--- config.mk ---
export PLATFORM = sky130hd
export DESIGN_NAME = accel_slave_sequencer
export DESIGN_NICKNAME = d
export VERILOG_FILES = /design/src/rtl/accel_seq_pkg.sv /design/src/rtl/accel_seq_fifo.sv /design/src/rtl/accel_slave_sequencer.sv
export SDC_FILE = /design/constraint.sdc
export NUM_CORES = 1
export LEC_CHECK = 0
export BUFFER_PORTS_ARGS = -buffer_cell sky130_fd_sc_hd__buf_2
export CAP_MARGIN = 20
export CORE_MARGIN = 2
export CORE_UTILIZATION = 45
export CTS_CLUSTER_SIZE = 8
export DETAILED_ROUTE_END_ITERATION = 16
export GPL_TIMING_DRIVEN = 0
export PLACE_DENSITY_LB_ADDON = 0.12
export SLEW_MARGIN = 20
export SYNTH_ARGS = -nofsm -noshare
export SYNTH_HDL_FRONTEND = slang
export SYNTH_HIERARCHICAL = 1
export SYNTH_SLANG_ARGS = --single-unit
--- constraint.sdc ---
create_clock -name wb_clk_i -period 6.7 [get_ports wb_clk_i]
set_input_delay 1.34 -clock wb_clk_i [delete_from_list [all_inputs] [get_ports wb_clk_i]]
set_output_delay 1.34 -clock wb_clk_i [all_outputs]
set_load 0.005 [all_outputs]
--- src/rtl/accel_seq_pkg.sv ---
// accel_seq_pkg: shared types for the accelerator slave sequencer.
// Holds the FSM state enum, host status codes and a select-width helper.
package accel_seq_pkg;

  typedef enum logic [2:0] {
    S_IDLE = 3'd0,
    S_LOAD = 3'd1,
    S_RUN  = 3'd2,
    S_READ = 3'd3,
    S_ERR  = 3'd4
  } seq_state_t;

  localparam logic [1:0] ST_OK      = 2'd0;
  localparam logic [1:0] ST_TIMEOUT = 2'd1;
  localparam logic [1:0] ST_BAD_SLV = 2'd2;

  function automatic int sel_width(input int n);
    return (n > 1) ? $clog2(n) : 1;
  endfunction

endpackage

--- src/rtl/accel_seq_fifo.sv ---
// accel_seq_fifo: synchronous config-word FIFO with flush.
// Ports: clk/rst_n, push+wdata, pop -> rdata (show-ahead), flush, full/empty/count.
module accel_seq_fifo
  import accel_seq_pkg::*;
#(
  parameter int DATA_W     = 32,
  parameter int FIFO_DEPTH = 16,
  localparam int AW        = $clog2(FIFO_DEPTH),
  localparam int CNT_W     = AW + 1
) (
  input  logic              clk,
  input  logic              rst_n,
  input  logic              push,
  input  logic [DATA_W-1:0] wdata,
  input  logic              pop,
  input  logic              flush,
  output logic [DATA_W-1:0] rdata,
  output logic              full,
  output logic              empty,
  output logic [CNT_W-1:0]  count
);

  logic [DATA_W-1:0] mem [FIFO_DEPTH];
  logic [AW-1:0]     wr_ptr;
  logic [AW-1:0]     rd_ptr;
  logic              do_push;
  logic              do_pop;

  assign full    = (count == CNT_W'(FIFO_DEPTH));
  assign empty   = (count == '0);
  assign do_push = push & ~full;
  assign do_pop  = pop & ~empty;
  assign rdata   = mem[rd_ptr];

  always_ff @(posedge clk or negedge rst_n) begin
    if (!rst_n) begin
      wr_ptr <= '0;
      rd_ptr <= '0;
      count  <= '0;
    end else if (flush) begin
      wr_ptr <= '0;
      rd_ptr <= '0;
      count  <= '0;
    end else begin
      if (do_push) wr_ptr <= wr_ptr + AW'(1);
      if (do_pop)  rd_ptr <= rd_ptr + AW'(1);
      count <= count + CNT_W'(do_push)
                     - CNT_W'(do_pop);
    end
  end

  // Storage carries no reset; pointers alone define validity.
  always_ff @(posedge clk) begin
    if (do_push && !flush) mem[wr_ptr] <= wdata;
  end

endmodule

--- src/rtl/accel_slave_sequencer.sv ---
// accel_slave_sequencer: buffers host config words, loads them into one of
// NUM_SLV slaves, waits for done, then reads results back with next strobes.
// Ports: wb_clk_i/wb_rst_ni; host_w* push, host_start/host_slv, host_r* read,
// host_busy/host_status, trig_o (high in RUN); slv_* per-slave bus.
// Option: SEQ_TIMEOUT_EN enables a RUN watchdog of TIMEOUT_CYC cycles.
module accel_slave_sequencer
  import accel_seq_pkg::*;
#(
  parameter int NUM_SLV     = 2,
  parameter int DATA_W      = 32,
  parameter int LOAD_WORDS  = 8,
  parameter int RES_WORDS   = 4,
  parameter int FIFO_DEPTH  = 16,
  parameter int TIMEOUT_CYC = 65535,
  localparam int SEL_W      = sel_width(NUM_SLV)
) (
  input  logic                      wb_clk_i,
  input  logic                      wb_rst_ni,
  input  logic                      host_wvalid,
  output logic                      host_wready,
  input  logic [DATA_W-1:0]         host_wdata,
  input  logic                      host_start,
  input  logic [SEL_W-1:0]          host_slv,
  output logic                      host_rvalid,
  input  logic                      host_rready,
  output logic [DATA_W-1:0]         host_rdata,
  output logic                      host_busy,
  output logic [1:0]                host_status,
  output logic                      trig_o,
  output logic [NUM_SLV-1:0]        slv_enable,
  output logic [NUM_SLV-1:0]        slv_load,
  output logic [NUM_SLV-1:0]        slv_next,
  output logic [DATA_W-1:0]         slv_data_out,
  input  logic [NUM_SLV*DATA_W-1:0] slv_data_in,
  input  logic [NUM_SLV-1:0]        slv_done
);

  localparam int LC_W  = $clog2(LOAD_WORDS + 1);
  localparam int RC_W  = $clog2(RES_WORDS + 1);
  localparam int CNT_W = $clog2(FIFO_DEPTH) + 1;
  localparam int SW1   = SEL_W + 1;

  seq_state_t        state;
  seq_state_t        state_nx;
  logic [SEL_W-1:0]  sel;
  logic [SEL_W-1:0]  sel_nx;
  logic [1:0]        status_nx;
  logic [LC_W-1:0]   load_cnt;
  logic [RC_W-1:0]   res_cnt;
  logic [NUM_SLV-1:0] oh;
  logic [NUM_SLV-1:0] oh_nx;
  logic              done_sel;
  logic              slv_ok;
  logic              pop;
  logic              hs;
  logic              last_res;
  logic              flush;
  logic              tmo_hit;
  logic              fifo_full;
  logic              fifo_empty;
  logic [DATA_W-1:0] fifo_rdata;
  logic [CNT_W-1:0]  fifo_count;
  logic              unused_cnt;

  accel_seq_fifo #(
    .DATA_W     (DATA_W),
    .FIFO_DEPTH (FIFO_DEPTH)
  ) u_fifo (
    .clk   (wb_clk_i),
    .rst_n (wb_rst_ni),
    .push  (host_wvalid),
    .wdata (host_wdata),
    .pop   (pop),
    .flush (flush),
    .rdata (fifo_rdata),
    .full  (fifo_full),
    .empty (fifo_empty),
    .count (fifo_count)
  );

  assign unused_cnt  = ^fifo_count;
  assign host_wready = ~fifo_full;
  assign slv_ok      = ({1'b0, host_slv} < SW1'(NUM_SLV));
  assign flush       = (state == S_ERR);

  assign pop = (state == S_LOAD) && !fifo_empty
            && (load_cnt != LC_W'(LOAD_WORDS));

  // The slave advances its result word on the edge that samples slv_next,
  // so the word on the bus is stale while a next strobe is out.
  assign host_rvalid = (state == S_READ) && (slv_next == '0);
  assign hs          = host_rvalid & host_rready;
  assign last_res    = hs && (res_cnt == RC_W'(RES_WORDS - 1));

  always_comb begin
    oh         = '0;
    oh_nx      = '0;
    host_rdata = '0;
    done_sel   = 1'b0;
    for (int i = 0; i < NUM_SLV; i++) begin
      oh[i]    = (sel == SEL_W'(i));
      oh_nx[i] = (sel_nx == SEL_W'(i));
      if (oh[i]) begin
        host_rdata = slv_data_in[i*DATA_W +: DATA_W];
        done_sel   = slv_done[i];
      end
    end
  end

`ifdef SEQ_TIMEOUT_EN
  localparam int TC_W = $clog2(TIMEOUT_CYC + 1);
  logic [TC_W-1:0] tmo_cnt;

  always_ff @(posedge wb_clk_i or negedge wb_rst_ni) begin
    if (!wb_rst_ni)         tmo_cnt <= '0;
    else if (state != S_RUN) tmo_cnt <= '0;
    else                    tmo_cnt <= tmo_cnt + TC_W'(1);
  end

  assign tmo_hit = (tmo_cnt == TC_W'(TIMEOUT_CYC));
`else
  logic unused_tmo;
  assign unused_tmo = ^TIMEOUT_CYC;
  assign tmo_hit    = 1'b0;
`endif

  always_comb begin
    state_nx  = state;
    sel_nx    = sel;
    status_nx = host_status;
    unique case (state)
      S_IDLE: begin
        if (host_start) begin
          if (slv_ok) begin
            sel_nx   = host_slv;
            state_nx = S_LOAD;
          end else begin
            status_nx = ST_BAD_SLV;
          end
        end
      end
      S_LOAD: begin
        if (load_cnt == LC_W'(LOAD_WORDS))
          state_nx = S_RUN;
      end
      S_RUN: begin
        if (done_sel) begin
          state_nx = S_READ;
        end else if (tmo_hit) begin
          state_nx  = S_ERR;
          status_nx = ST_TIMEOUT;
        end
      end
      S_READ: begin
        if (last_res) begin
          state_nx  = S_IDLE;
          status_nx = ST_OK;
        end
      end
      S_ERR:   state_nx = S_IDLE;
      default: state_nx = S_IDLE;
    endcase
  end

  always_ff @(posedge wb_clk_i or negedge wb_rst_ni) begin
    if (!wb_rst_ni) begin
      state        <= S_IDLE;
      sel          <= '0;
      host_status  <= ST_OK;
      host_busy    <= 1'b0;
      trig_o       <= 1'b0;
      slv_enable   <= '0;
      slv_load     <= '0;
      slv_next     <= '0;
      slv_data_out <= '0;
      load_cnt     <= '0;
      res_cnt      <= '0;
    end else begin
      state       <= state_nx;
      sel         <= sel_nx;
      host_status <= status_nx;
      host_busy   <= (state_nx != S_IDLE);
      trig_o      <= (state_nx == S_RUN);
      slv_enable  <= (state_nx inside {S_LOAD, S_RUN, S_READ})
                   ? oh_nx : '0;
      slv_load    <= pop ? oh : '0;
      slv_next    <= hs ? oh : '0;
      if (pop) slv_data_out <= fifo_rdata;
      if (state == S_IDLE) load_cnt <= '0;
      else if (pop)        load_cnt <= load_cnt + LC_W'(1);
      if (state != S_READ) res_cnt <= '0;
      else if (hs)         res_cnt <= res_cnt + RC_W'(1);
    end
  end

endmodule
==> flow_metrics.tcl, run 1 <==
set metrics [dict create \
    irDropWorstVdd_mv 0.217 \
    number_of_synthesized_flops_with_an_enable_pin 512 \
    drv_cap 0 \
    worst_setup_path_start_kind "flop" \
    area.growth.synth_to_final_pct 21.1 \
    routed_via_density 5.54 \
    worst_setup_hold_path_clk_slew_ns 0.05 \
    end_kind "flop" \
    die_h_um 230 \
    synth_cell_type_count 47 \
    worst_slew_pin_slew_ns 1.12 \
    crit_path_frequent_cell "inv_1" \
    report.final.setup_viol 0 \
    critPathArrivalTime_ns 4.52 \
    cts_num_sinks 576 \
    top_level_ports 180 \
    final_min_period_over_clock_period_pct 61.0 \
    crit_path_cell_trace "inv_1, ha_1, or4b_2, inv_1, nor4b_4, nand2_4, buf_6, inv_1, nand2_1, inv_1, ha_1, inv_1, ha_1, inv_1, fa_1, nor2b_1, o21bai_1, a21oi_1, nor3b_1" \
    cts-resized-gates 0 \
    gr-total-overflow 0 \
    power_density_of_the_placed_cells_nw_per_um2 358 \
    rows 82 \
    route.detailed.wl_per_inst_um 24.3 \
    report.power.total_w 0.00999 \
    synthTopCellsByArea "edfxtp_1, dfrtp_1, mux4_2, mux2i_1, a221oi_1" \
    timing.critical_path.slowest_cell_delay_ns 0.71 \
    total_leakage_power_nw 9.69 \
    ctsLongestPathBuffers 3 \
    fin_cells 2236 \
    ant_nets 0 \
    synth_flop_cell "edfxtp_1" \
    timing.critical_path.fanout_max 10 \
    cts_htree_levels 3 \
    layout_min_cycle_time_ns 4.09 \
    cts_tree "yes" \
    critical_path_required_ns 7.13 \
    drt_iter0_markers 745 \
    drc 0 \
    synth_area_leader_cell "edfxtp_1" \
    initial_utilization_pct 45.8 \
    layout.core_utilization_pct 55.4 \
    finalWirelength_mm 54.4 \
    maxClockFrequency_ghz 0.245 \
    first_global_vias 12600 \
    unrepaired_setup_endpoints_after_global_routing "no" \
    cts_root_buffer "clkbuf_16" \
    first_pass_drt_iterations 5 \
    dpl.cell_count 2087 \
    final_max_slew_viol_count 0 \
    crit_slowest_cell "or4b_2" \
    clkLatencyLatePin_ns 0.60 \
    cts.hold.buffers_added 0 \
    synth.most_common_cell "edfxtp_1" \
    status "finished, final reports clean" \
    critPathKind "reg2reg" \
    die_area_um2 53100 \
    grt_usage_pct 20.8 \
    global_route_wire_length_before_repair_mm 81.0 \
    routed-via-count 12400 \
    ys.warnings.count 6 \
    io_buffer_count 177 \
    syn_avg_cell_area_um2 19.0 \
    gp_congestion 0.762 \
    synth_largest_type_area_fraction_pct 66.7 \
    slew_headroom_pct 25.4 \
    final.setup.tns_ns 0 \
    hp-class "reg2reg" \
    hold_violations 0 \
    synth.top_cells.by_count "edfxtp_1, mux2i_1, a221oi_1, dfrtp_1, mux4_2" \
    die_w_um 230 \
    netlist_area_um2 23100 \
    final_layout_size_suffix_gt1_share_pct 30.8 \
    skew_ns 0.0174 \
    synth_cells 1211 \
    tritoncts.num_buffers 81 \
    number_of_antenna_violations_at_the_first_check_in_global_routing 1 \
    placeableCoreArea_um2 50400 \
    grt_start_max_net_pins 47 \
    layout.nets 1618 \
    timing.hold.ws_ns 0.497 \
    yosysSeqAreaShare_pct 73.6 \
    hpwlAfterDp_mm 36.3 \
    post_cts_buffers 0 \
    postSynthRegisterBits 576 \
    postSynth.asyncResetShare_pct 11.1 \
]
-- placed cells by master (no fill, tap or decap), types with 7 or more instances in the layout --
cell / instances
edfxtp_1: 512
buf_2: 196
mux2i_1: 130
clkbuf_16: 84
clkbuf_1: 83
dfrtp_1: 64
a221oi_1: 64
mux4_2: 60
nand2_1: 45
mux2_2: 40
o21ai_0: 33
a22oi_1: 32
mux2_4: 25
inv_1: 22
buf_16: 19
nor2_1: 17
nor2_4: 16
ha_1: 15
buf_6: 12
a21oi_1: 8
buf_8: 8
nand3_1: 7
-- sequential cells by signal, indices dropped and copies added, names as in the netlist, 3 cells and up --
signal         cells
load_cnt           4
res_cnt            3
slv_data_out      32
state              3
u_fifo/count       5
u_fifo/mem       512
u_fifo/rd_ptr      4
u_fifo/wr_ptr      4
-- worst max-delay path: cells and delay by family, from the launching register on --
kind	cells	cell delay [ns]
buffers and inverters	7	0.83
AOI/OAI and AO/OA	2	0.26
adders and majority gates	4	0.99
DFF	1	0.39
and+or+nand+nor	6	1.44
-- path summary, 6_finish.rpt --
kind	slack (ns)	cells after the start	from	endpoint
setup / recovery	2.61	19	u_fifo/count[3]$_DFF_PN0_	u_fifo/count[4]$_DFF_PN0_
min in group asynchronous	0.66	1	wb_rst_ni	slv_data_out[25]$_DFFE_PN0P_
hold reg to reg	0.50	1	slv_data_out[27]$_DFFE_PN0P_	slv_data_out[27]$_DFFE_PN0P_
setup reg to reg	2.61	19	u_fifo/count[3]$_DFF_PN0_	u_fifo/count[4]$_DFF_PN0_
hold / removal	0.50	1	slv_data_out[27]$_DFFE_PN0P_	slv_data_out[27]$_DFFE_PN0P_
max in group asynchronous	5.44	2	wb_rst_ni	slv_data_out[31]$_DFFE_PN0P_
-- cell type report --
class                   count  area (um2)
inverters                  22        82.6
clock inverters             2        25.0
multi-input cells         549        5650
plain buffers              66         472
repair buffers            202        1530
well taps                 672         841
diodes                      1        2.50
fillers                  3909       22500
flip-flops and latches    576       17000
clock buffers             146        2330
-- power breakdown --
| group | leakage, nW | internal (W) | switching, W |
|---|---|---|---|
| Combinational | 3.15 | 0.000970 | 0.000970 |
| Sequential | 5.42 | 0.00419 | 0.000100 |
| Clock | 1.12 | 0.00233 | 0.00143 |
-- kinds of logic after synthesis --
family,Yosys count,share of synthesized area [%]
AOI/OAI and AO/OA,144,4.60
xor gates and xnor gates,11,0.418
adders and majority gates,16,0.901
buffers and inverters,88,2.40
DFF,576,73.6
muxes,259,15.5
other,1,0.0163
and+or+nand+nor,116,2.50
-- through the flow --
stage,setup WS (ns),cell area [um2]
global placement,0.943,24800
global route,2.28,27900
floorplan,3.13,23100
CTS,2.55,27900
detailed placement,2.57,25600
finish,2.61,27900
-- routing by layer --
layer	share of wire, %	global-route usage (%)
met3	5.0	3.83
met5	0	0
met2	49	34.1
met1	44	28.6
met4	2.3	6.39
Power figures use the tool's default switching activity.
==> run 2, diff against run 1 <==
clock period = 3.75 ns   (was 6.7 ns; I/O delays follow)
==> run 2 against run 1 <==
- register-to-register slack lost 2.3 ns
- setup slack got worse by 2.3 ns
- routed wire length is essentially flat
- first-iteration DRC count up 4.6%
- combinational power up 79%
- core utilization is 0.094 points higher
- sequential share of layout area fell by 0.10 points
- power increased by 79%
- critical path type unchanged
- critical endpoint unchanged
==> flow_metrics.tcl, run 2 (synthesis gave the netlist of run 1 again) <==
set metrics [dict create \
    status "finished, final reports clean" \
    grt_start_max_net_pins 47 \
    report.final.setup_viol 0 \
    maxClockFrequency_ghz 0.291 \
    report.power.total_w 0.0179 \
    worst_setup_hold_path_clk_slew_ns 0.05 \
    gp_congestion 0.762 \
    cts_root_buffer "clkbuf_16" \
    worst_setup_path_start_kind "flop" \
    total_leakage_power_nw 9.72 \
    drt_iter0_markers 779 \
    power_density_of_the_placed_cells_nw_per_um2 639 \
    io_buffer_count 177 \
    final_layout_size_suffix_gt1_share_pct 31.1 \
    drv_cap 0 \
    placeableCoreArea_um2 50400 \
    first_global_vias 12600 \
    hold_violations 0 \
    placed_cell_area_um2 25600 \
    worst_slew_pin_slew_ns 1.05 \
    die_w_um 230 \
    critical_path_required_ns 4.18 \
    drc 0 \
    gr-total-overflow 0 \
    post-route-cell-area_um2 28000 \
    layout.nets 1622 \
    grt_usage_pct 20.9 \
    reg.largest.list "u_fifo/mem: 512 flops, slv_data_out: 32 flops, u_fifo/count: 5 flops" \
    slew_headroom_pct 30.1 \
    unrepaired_setup_endpoints_after_global_routing "no" \
    ant_nets 0 \
    number_of_antenna_violations_at_the_first_check_in_global_routing 1 \
    hpwlAfterDp_mm 36.3 \
    ctsLongestPathBuffers 3 \
    top_level_ports 180 \
    tritoncts.num_buffers 81 \
    layout_commonest_cell "edfxtp_1" \
    layout_min_cycle_time_ns 3.43 \
    area.growth.synth_to_final_pct 21.3 \
    most-common-layout-cells "edfxtp_1, buf_2, mux2i_1" \
    initial_utilization_pct 45.8 \
    final_max_slew_viol_count 0 \
    cts_htree_levels 3 \
    route.detailed.wl_per_inst_um 24.3 \
    layout.core_utilization_pct 55.5 \
    die_area_um2 53100 \
    rows 82 \
    cts_num_sinks 576 \
    timing.critical_path.fanout_max 5 \
    first_pass_drt_iterations 5 \
    routed-via-count 12400 \
    clkLatencyLatePin_ns 0.60 \
    cts_tree "yes" \
    final_min_period_over_clock_period_pct 91.6 \
    global_route_wire_length_before_repair_mm 81.1 \
    skew_ns 0.0169 \
    hp-class "in2async" \
    end_kind "flop" \
    routed_via_density 5.52 \
    largest_register_ff_count 512 \
    irDropWorstVdd_mv 0.388 \
    critPathArrivalTime_ns 3.87 \
    critPathKind "reg2reg" \
    die_h_um 230 \
    registers.top_by_ff_count "u_fifo/mem" \
    finalWirelength_mm 54.5 \
]
[run 2: cell types whose count changed in the layout (fill, tap and decap cells not counted)]
cell,before,now
or4b_2,1,0
buf_12,6,7
or4b_4,0,1
buf_6,12,11
buf_4,6,10
nand2_1,45,44
nor2b_2,0,1
nor2b_1,5,4
nand2_2,0,1
[run 2: layout make-up]
type | count | area [um2]
antenna | 1 | 2.50
buffer | 66 | 480
clock buffer | 146 | 2330
clock inverter | 2 | 25.0
fill | 3905 | 22400
inverter | 22 | 82.6
multi-input combinational | 549 | 5660
sequential | 576 | 17000
tap | 672 | 841
timing repair buffer | 206 | 1560
[run 2: critical path: stages (launching register included)]
cell and delay (ns):
dfrtp_1 0.36, inv_1 0.07, ha_1 0.19, or4b_4 0.26
inv_1 0.07, nor4b_4 0.34, nand2_4 0.15, buf_12 0.16
inv_1 0.13, nand2_2 0.10, inv_1 0.09, ha_1 0.23
inv_1 0.05, ha_1 0.15, inv_1 0.06, fa_1 0.42
nor2b_2 0.14, o21bai_1 0.09, a21oi_1 0.14, nor3b_1 0.06
[run 2: path summary, 6_finish.rpt]
check | from | to | slack (ns) | depth (start not counted)
min in group wb_clk_i | host_slv | sel$_DFF_PN0_ | 0.42 | 3
max | u_fifo/count[3]$_DFF_PN0_ | u_fifo/count[4]$_DFF_PN0_ | 0.32 | 19
max in group asynchronous | wb_rst_ni | slv_data_out[31]$_DFFE_PN0P_ | 3.08 | 2
min | wb_rst_ni | slv_data_out[25]$_DFFE_PN0P_ | 0.07 | 1
max reg2reg | u_fifo/count[3]$_DFF_PN0_ | u_fifo/count[4]$_DFF_PN0_ | 0.32 | 19
min reg2reg | slv_data_out[27]$_DFFE_PN0P_ | slv_data_out[27]$_DFFE_PN0P_ | 0.50 | 1
[run 2: timing repair]
action | CTS | global route
setup buffers | 1 | 3
pin swaps | 1 | 2
setup endpoints to repair | 2 | 1
hold buffers | 0 | 0
resized for setup | 1 | 4
[run 2: routing by layer]
metal  part of all wire [%]  wire length, um  up-vias  track usage (%)
met5                      0                0        -                0
met4                    2.3             1240        0             6.39
met3                    4.7             2580       87             3.72
met2                     49            26600      352             34.1
met1                     44            24100     6430             28.7
li1                       -                -     5499                -
[run 2: power by group]
part | switching [W] | internal, W
sequential | 0.000181 | 0.00748
combinational | 0.00173 | 0.00175
clock | 0.00256 | 0.00416
[run 2: metrics by stage]
| step | std cells | worst slack (ns) | setup TNS, ns | hold WS, ns |
|---|---|---|---|---|
| 3_3_place_gp | 2062 | -1.42 | -487.91 | 0.484 |
| 3_5_place_dp | 2087 | -0.379 | -0.512 | 0.487 |
| 4_1_cts | 2236 | 0.0576 | 0 | 0.0638 |
| 6_report | 2240 | 0.316 | 0 | 0.0703 |
| 5_1_grt | 2240 | 0.00972 | 0 | 0.0774 |
| 2_1_floorplan | 1213 | 0.368 | 0 | 0.454 |
